## config.mk

```make
export PLATFORM = sky130hd
export DESIGN_NAME = fp_writeback_arbiter_flat
export DESIGN_NICKNAME = d
export VERILOG_FILES = /design/src/rtl/fp_pkg.sv /design/src/rtl/fp_writeback_arbiter_if.sv /design/src/rtl/fp_scoreboard.sv /design/src/rtl/fp_writeback_arbiter.sv /design/src/flat_wrapper.sv
export SDC_FILE = /design/constraint.sdc
export NUM_CORES = 1
export LEC_CHECK = 0
export CAP_MARGIN = 20
export CORE_UTILIZATION = 41
export CTS_CLUSTER_DIAMETER = 80
export DETAILED_ROUTE_END_ITERATION = 10
export PLACE_DENSITY = 0.78
export SETUP_SLACK_MARGIN = 0.5
export SYNTH_ARGS = -nofsm -noshare
export SYNTH_HDL_FRONTEND = slang
export SYNTH_SLANG_ARGS = --single-unit
```

## constraint.sdc

```tcl
create_clock -name clk -period 1.9 [get_ports clk]
set_input_delay 0.38 -clock clk [delete_from_list [all_inputs] [get_ports clk]]
set_output_delay 0.38 -clock clk [all_outputs]
set_load 0.02 [all_outputs]
```

## src/rtl/fp_pkg.sv

```systemverilog
// rtl/fp_pkg.sv - shared constants and helpers for the FP write-back path
package fp_pkg;

  localparam int FLEN = 64;
  localparam int NREG = 32;
  localparam int AW   = 5;

  localparam logic [31:0] NANBOX_HI = 32'hFFFF_FFFF;

  // Grant encoding used by the round-robin pointer
  localparam logic SRC_FPU = 1'b0;
  localparam logic SRC_LD  = 1'b1;

  // Single-precision values live in the low half with all-ones above
  function automatic logic [FLEN-1:0] nanbox(input logic [FLEN-1:0] data,
                                             input logic            single);
    return single ? {NANBOX_HI, data[31:0]} : data;
  endfunction

endpackage

```

## src/rtl/fp_writeback_arbiter_if.sv

```systemverilog
// rtl/fp_writeback_arbiter_if.sv - producer, issue and register-file signals of the write-back arbiter
interface fp_writeback_arbiter_if;
  import fp_pkg::*;

  logic            fpu_valid;
  logic            fpu_ready;
  logic [AW-1:0]   fpu_rd;
  logic [FLEN-1:0] fpu_data;
  logic            fpu_single;

  logic            ld_valid;
  logic            ld_ready;
  logic [AW-1:0]   ld_rd;
  logic [FLEN-1:0] ld_data;
  logic            ld_single;

  logic            issue_valid;
  logic [AW-1:0]   issue_rd;
  logic            flush;

  logic            rf_we;
  logic [AW-1:0]   rf_wa;
  logic [FLEN-1:0] rf_wd;
  logic [NREG-1:0] pending;

  // Arbiter side
  modport master (
    input  fpu_valid, fpu_rd, fpu_data, fpu_single,
    input  ld_valid, ld_rd, ld_data, ld_single,
    input  issue_valid, issue_rd, flush,
    output fpu_ready, ld_ready,
    output rf_we, rf_wa, rf_wd, pending
  );

  // Producers, issue logic and register file side
  modport slave (
    output fpu_valid, fpu_rd, fpu_data, fpu_single,
    output ld_valid, ld_rd, ld_data, ld_single,
    output issue_valid, issue_rd, flush,
    input  fpu_ready, ld_ready,
    input  rf_we, rf_wa, rf_wd, pending
  );

endinterface

```

## src/rtl/fp_scoreboard.sv

```systemverilog
// rtl/fp_scoreboard.sv - pending-write mask with flush > set > clear priority
module fp_scoreboard
  import fp_pkg::*;
(
  input  logic            clk,
  input  logic            rst,
  input  logic            set_en,
  input  logic [AW-1:0]   set_rd,
  input  logic            clr_en,
  input  logic [AW-1:0]   clr_rd,
  input  logic            flush,
  output logic [NREG-1:0] pending
);

  logic [NREG-1:0] pending_nxt;

  // Clear first so a same-cycle set of a newer producer wins; flush overrides everything
  always_comb begin
    pending_nxt = pending;
    if (clr_en && clr_rd != '0) pending_nxt[clr_rd] = 1'b0;
    if (set_en && set_rd != '0) pending_nxt[set_rd] = 1'b1;
    if (flush)                  pending_nxt = '0;
  end

  // Mask register
  always_ff @(posedge clk or negedge rst) begin
    if (!rst) pending <= '0;
    else      pending <= pending_nxt;
  end

endmodule

```

## src/rtl/fp_writeback_arbiter.sv

```systemverilog
// rtl/fp_writeback_arbiter.sv - merges FPU and FP-load results onto the FP register file write port
module fp_writeback_arbiter
  import fp_pkg::*;
(
  input  logic                 clk,
  input  logic                 rst,
  fp_writeback_arbiter_if.master bus
);

  logic            last_grant;
  logic            grant;
  logic            granted;
  logic [AW-1:0]   sel_rd;
  logic [FLEN-1:0] sel_data;
  logic            we_q;
  logic [AW-1:0]   wa_q;
  logic [FLEN-1:0] wd_q;
  logic [NREG-1:0] pending_q;

  // Round-robin choice: under contention the source not served last time wins
  always_comb begin
    granted = bus.fpu_valid | bus.ld_valid;
    if (bus.fpu_valid && bus.ld_valid) grant = ~last_grant;
    else if (bus.fpu_valid)            grant = SRC_FPU;
    else                               grant = SRC_LD;
    if (grant == SRC_FPU) begin
      sel_rd   = bus.fpu_rd;
      sel_data = nanbox(bus.fpu_data, bus.fpu_single);
    end else begin
      sel_rd   = bus.ld_rd;
      sel_data = nanbox(bus.ld_data, bus.ld_single);
    end
  end

  assign bus.fpu_ready = bus.fpu_valid && (grant == SRC_FPU);
  assign bus.ld_ready  = bus.ld_valid  && (grant == SRC_LD);

  // Registered write port; f0 transfers are accepted but never write
  always_ff @(posedge clk or negedge rst) begin
    if (!rst) begin
      we_q       <= 1'b0;
      wa_q       <= '0;
      wd_q       <= '0;
      last_grant <= SRC_LD;
    end else begin
      we_q <= granted && (sel_rd != '0);
      if (granted) begin
        wa_q       <= sel_rd;
        wd_q       <= sel_data;
        last_grant <= grant;
      end
    end
  end

  assign bus.rf_we = we_q;
  assign bus.rf_wa = wa_q;
  assign bus.rf_wd = wd_q;

  fp_scoreboard u_scoreboard (
    .clk     (clk),
    .rst     (rst),
    .set_en  (bus.issue_valid),
    .set_rd  (bus.issue_rd),
    .clr_en  (granted),
    .clr_rd  (sel_rd),
    .flush   (bus.flush),
    .pending (pending_q)
  );

  assign bus.pending = pending_q;

endmodule

```

## src/flat_wrapper.sv

```systemverilog
// flat-port wrapper written by rule: the top's interface ports become plain ports
module fp_writeback_arbiter_flat import fp_pkg::*;
  (clk, rst, bus_fpu_valid, bus_fpu_rd, bus_fpu_data, bus_fpu_single, bus_ld_valid, bus_ld_rd, bus_ld_data, bus_ld_single, bus_issue_valid, bus_issue_rd, bus_flush, bus_fpu_ready, bus_ld_ready, bus_rf_we, bus_rf_wa, bus_rf_wd, bus_pending);
  fp_writeback_arbiter_if bus_i ();
  input  logic clk;
  input  logic rst;
  input wire logic [$bits(bus_i.fpu_valid)-1:0] bus_fpu_valid;
  input wire logic [$bits(bus_i.fpu_rd)-1:0] bus_fpu_rd;
  input wire logic [$bits(bus_i.fpu_data)-1:0] bus_fpu_data;
  input wire logic [$bits(bus_i.fpu_single)-1:0] bus_fpu_single;
  input wire logic [$bits(bus_i.ld_valid)-1:0] bus_ld_valid;
  input wire logic [$bits(bus_i.ld_rd)-1:0] bus_ld_rd;
  input wire logic [$bits(bus_i.ld_data)-1:0] bus_ld_data;
  input wire logic [$bits(bus_i.ld_single)-1:0] bus_ld_single;
  input wire logic [$bits(bus_i.issue_valid)-1:0] bus_issue_valid;
  input wire logic [$bits(bus_i.issue_rd)-1:0] bus_issue_rd;
  input wire logic [$bits(bus_i.flush)-1:0] bus_flush;
  output wire logic [$bits(bus_i.fpu_ready)-1:0] bus_fpu_ready;
  output wire logic [$bits(bus_i.ld_ready)-1:0] bus_ld_ready;
  output wire logic [$bits(bus_i.rf_we)-1:0] bus_rf_we;
  output wire logic [$bits(bus_i.rf_wa)-1:0] bus_rf_wa;
  output wire logic [$bits(bus_i.rf_wd)-1:0] bus_rf_wd;
  output wire logic [$bits(bus_i.pending)-1:0] bus_pending;
  assign bus_i.fpu_valid = bus_fpu_valid;
  assign bus_i.fpu_rd = bus_fpu_rd;
  assign bus_i.fpu_data = bus_fpu_data;
  assign bus_i.fpu_single = bus_fpu_single;
  assign bus_i.ld_valid = bus_ld_valid;
  assign bus_i.ld_rd = bus_ld_rd;
  assign bus_i.ld_data = bus_ld_data;
  assign bus_i.ld_single = bus_ld_single;
  assign bus_i.issue_valid = bus_issue_valid;
  assign bus_i.issue_rd = bus_issue_rd;
  assign bus_i.flush = bus_flush;
  assign bus_fpu_ready = bus_i.fpu_ready;
  assign bus_ld_ready = bus_i.ld_ready;
  assign bus_rf_we = bus_i.rf_we;
  assign bus_rf_wa = bus_i.rf_wa;
  assign bus_rf_wd = bus_i.rf_wd;
  assign bus_pending = bus_i.pending;
  fp_writeback_arbiter u_core (.clk(clk), .rst(rst), .bus(bus_i));
endmodule
```

==> metrics.cfg <==
[status]
status=complete, no violations

[setup_path]
slowest_stage=dfstp_2
crit_path_start_kind=flip-flop
critical_path.top_delay_family=flip-flops
cp.required_ps=1520
worstPathCellList=buf_6 -> a21bo_1 -> inv_2 -> buf_6
path_class=flip-flop to output port
r2r-start=u_core.last_grant
critPathMaxFanout=3
path_common_cell=buf_6
rr_worst_depth=7
endpoint_kind=output port
arrival_ps=1330
rr_endpoint=u_core.bus.rf_wd[47]
crit_buf_inv=3
slowest_delay_ps=540
reg2reg_slack_ps=190

[synthesis]
yosys_warnings=0
syn_nets=706
synth_top_area_share_pct=50.06
ys_seq_area_share_pct=50.58
synthCells=555
avgSynthCellArea_um2=9.187
ys_top_cells_by_area=dfrtp_1, nor2_1, o22ai_1, a21oi_1, a22oi_1
async_reset_ff_share_pct=100.0
ys_ff_latch=103
synth_cell_types=50
yosysTopAreaCell=dfrtp_1
synth_area_um2=5099
synth_edf_count=0
yosysMostFrequentCell=nor2_1
ys.flop_type=dfrtp_1
netlist_top_cells_count=nor2_1, dfrtp_1, o22ai_1, a21oi_1

[timing]
worstMarginPinSlew_ps=470.9
finalCritPeriodShare_pct=90.25
fmax_mhz=583.1
rsz0062_at_grt=yes
slew_violations=0
period_minus_slack_ps=1715
skew_ps=7.819
setup_viol_count_final=0
relSlewSlack_pct=68.47
hold_viol_final=0

[placed_design]
place.port_buffers=254
hpwl_mm=13.93
globalplace.congestion=0.9666
placed_area_um2=8347
place_inst=1014

[floorplan]
io_pins=255
core_um2=12060
die_w_um=113.5
rows=40
dieArea_um2=12890
initial_core_util_pct=42.27
die_y_um=113.5

[min_path]
hold_path.class=input pin to flip-flop
hold_path_depth=2
min-delay-start=bus_fpu_valid
holdPathEnd=u_core.last_grant

[routing]
wirelength_mm=20.16
dr.pass1.iters=5
drt_iter0_markers=406
ant_nets=0
avgViaCountPerCell=5.554
detail_route.wl_per_cell_um=19.22
post-route-drc-count=0
vias=5826

[clock_network]
cts_max_path_buffers=2
htreeDepth=3
clkTransAtPathRegs_ps=60
cts_buffers=9
cts_sinks=103
cts_tree=yes
clk_latency_ps=360
cts-root-buf=clkbuf_16

[global_route]
grt-ovfl-total=0
grt_pass1_vias=5951
antenna_found_initial=1
track_usage_pct=31.14
grt_pass1_wl_mm=30.84
grt_max_degree=41

[layout]
area_growth_pct=81.45
regArea_um2=2579
drive_gt1_share_pct=36.82
stdcell_count=1049
fillCellCount=833
multiInputGateArea_um2=2910
final_area_um2=9251
nets=1026

[pwr]
p_per_area_nw_per_um2=687.4
irDropWorstVdd_uv=598.3
p_leak_nw=3.764
total_power_mw=6.360

[run]
maxCapViolations=0

-- cell families (layout without fill, tap and decap cells) --
logic type	count (synthesis)	in the layout	share of synthesized area, %
AOI/OAI and AO/OA	189	189	24.59
muxes	4	4	0.7853
other	0	1	0
and+or+nand+nor	203	203	18.55
DFF	103	103	50.58
buffers and inverters	56	381	5.497
-- area by class of cell --
type	instances	area share, %
Clock inverter	7	1.055
Multi-Input combinational cell	396	31.46
Tap cell	168	2.272
Inverter	15	0.6627
Timing Repair Buffer	350	34.22
Antenna cell	1	0.02705
Sequential cell	103	27.87
Clock buffer	9	2.434
-- cells in the final DEF, fill, tap and decap left out, types with 4 or more instances in the layout --
master	netlist	final
clkdlybuf4s50_1	0	144
nor2_1	119	118
dfrtp_1	102	102
buf_2	8	85
buf_4	4	63
a21oi_1	43	27
o22ai_2	0	27
o22ai_1	64	24
nand2_1	24	23
buf_6	6	18
nand2b_1	17	17
a21oi_2	0	16
clkdlybuf4s15_2	0	16
a22oi_2	0	13
o22ai_4	0	13
inv_1	12	11
o21ai_1	0	11
a22oi_1	24	11
buf_12	0	11
clkbuf_16	0	10
nor2b_1	10	8
nand4_1	7	7
a211oi_2	0	6
o211ai_1	6	6
o32ai_1	8	6
o21ai_0	18	5
nand3_1	5	4
-- flip-flops by register name (all words and copies together), names as in the netlist --
register and count:
u_core.bus.rf_wd 64, u_core.bus.rf_wa 5, u_core.bus.rf_we 1, u_core.u_scoreboard.pending 32, u_core.last_grant 1
-- per-layer routing --
layer | track usage (%) | wire, um
met3 | 8.183 | 1590
met4 | 13.16 | 524
met1 | 36.07 | 7811
met2 | 54.47 | 10240
met5 | 0 | 0
-- metrics by stage --
step / worst slack [ps] / util [%] / TNS, ps / hold WS, ps
floorplan: 380.5 / - / 0 / 84.41
global placement: -337.6 / 69.20 / -15240 / 359.4
detailed placement: -336.7 / 69.20 / -19060 / 363.0
CTS: 192.3 / 77.52 / 0 / 388.5
global route: 133.7 / 76.70 / 0 / 419.0
finish: 185.2 / 76.70 / 0 / 426.6
-- power breakdown --
group | internal [mW] | switching [mW]
Clock | 1.16 | 0.855
Combinational | 0.901 | 0.974
Sequential | 2.37 | 0.103
-- worst max-delay path by stage --
stage,depth (start not counted),from,slack (ps),end
after floorplan,5,bus_ld_valid,380,u_core.u_scoreboard.pending[28]
after global placement,4,bus_ld_valid,-340,bus_ld_ready
after detailed placement,8,bus_ld_valid,-340,u_core.u_scoreboard.pending[22]
after CTS,4,u_core.last_grant,190,bus_ld_ready
after global routing,4,u_core.last_grant,130,bus_ld_ready
final,4,u_core.last_grant,190,bus_ld_ready
-- repair_timing --
item | CTS | global route
hold buffers | 1 | 0
hold endpoints to repair | 30 | 0
gates resized for setup | 406 | 149
setup buffers | 10 | 2
setup endpoints to repair | 205 | 184
cloned | 4 | 1
pin swaps | 30 | 26
Note: power is estimated with default switching activity, not from simulation.
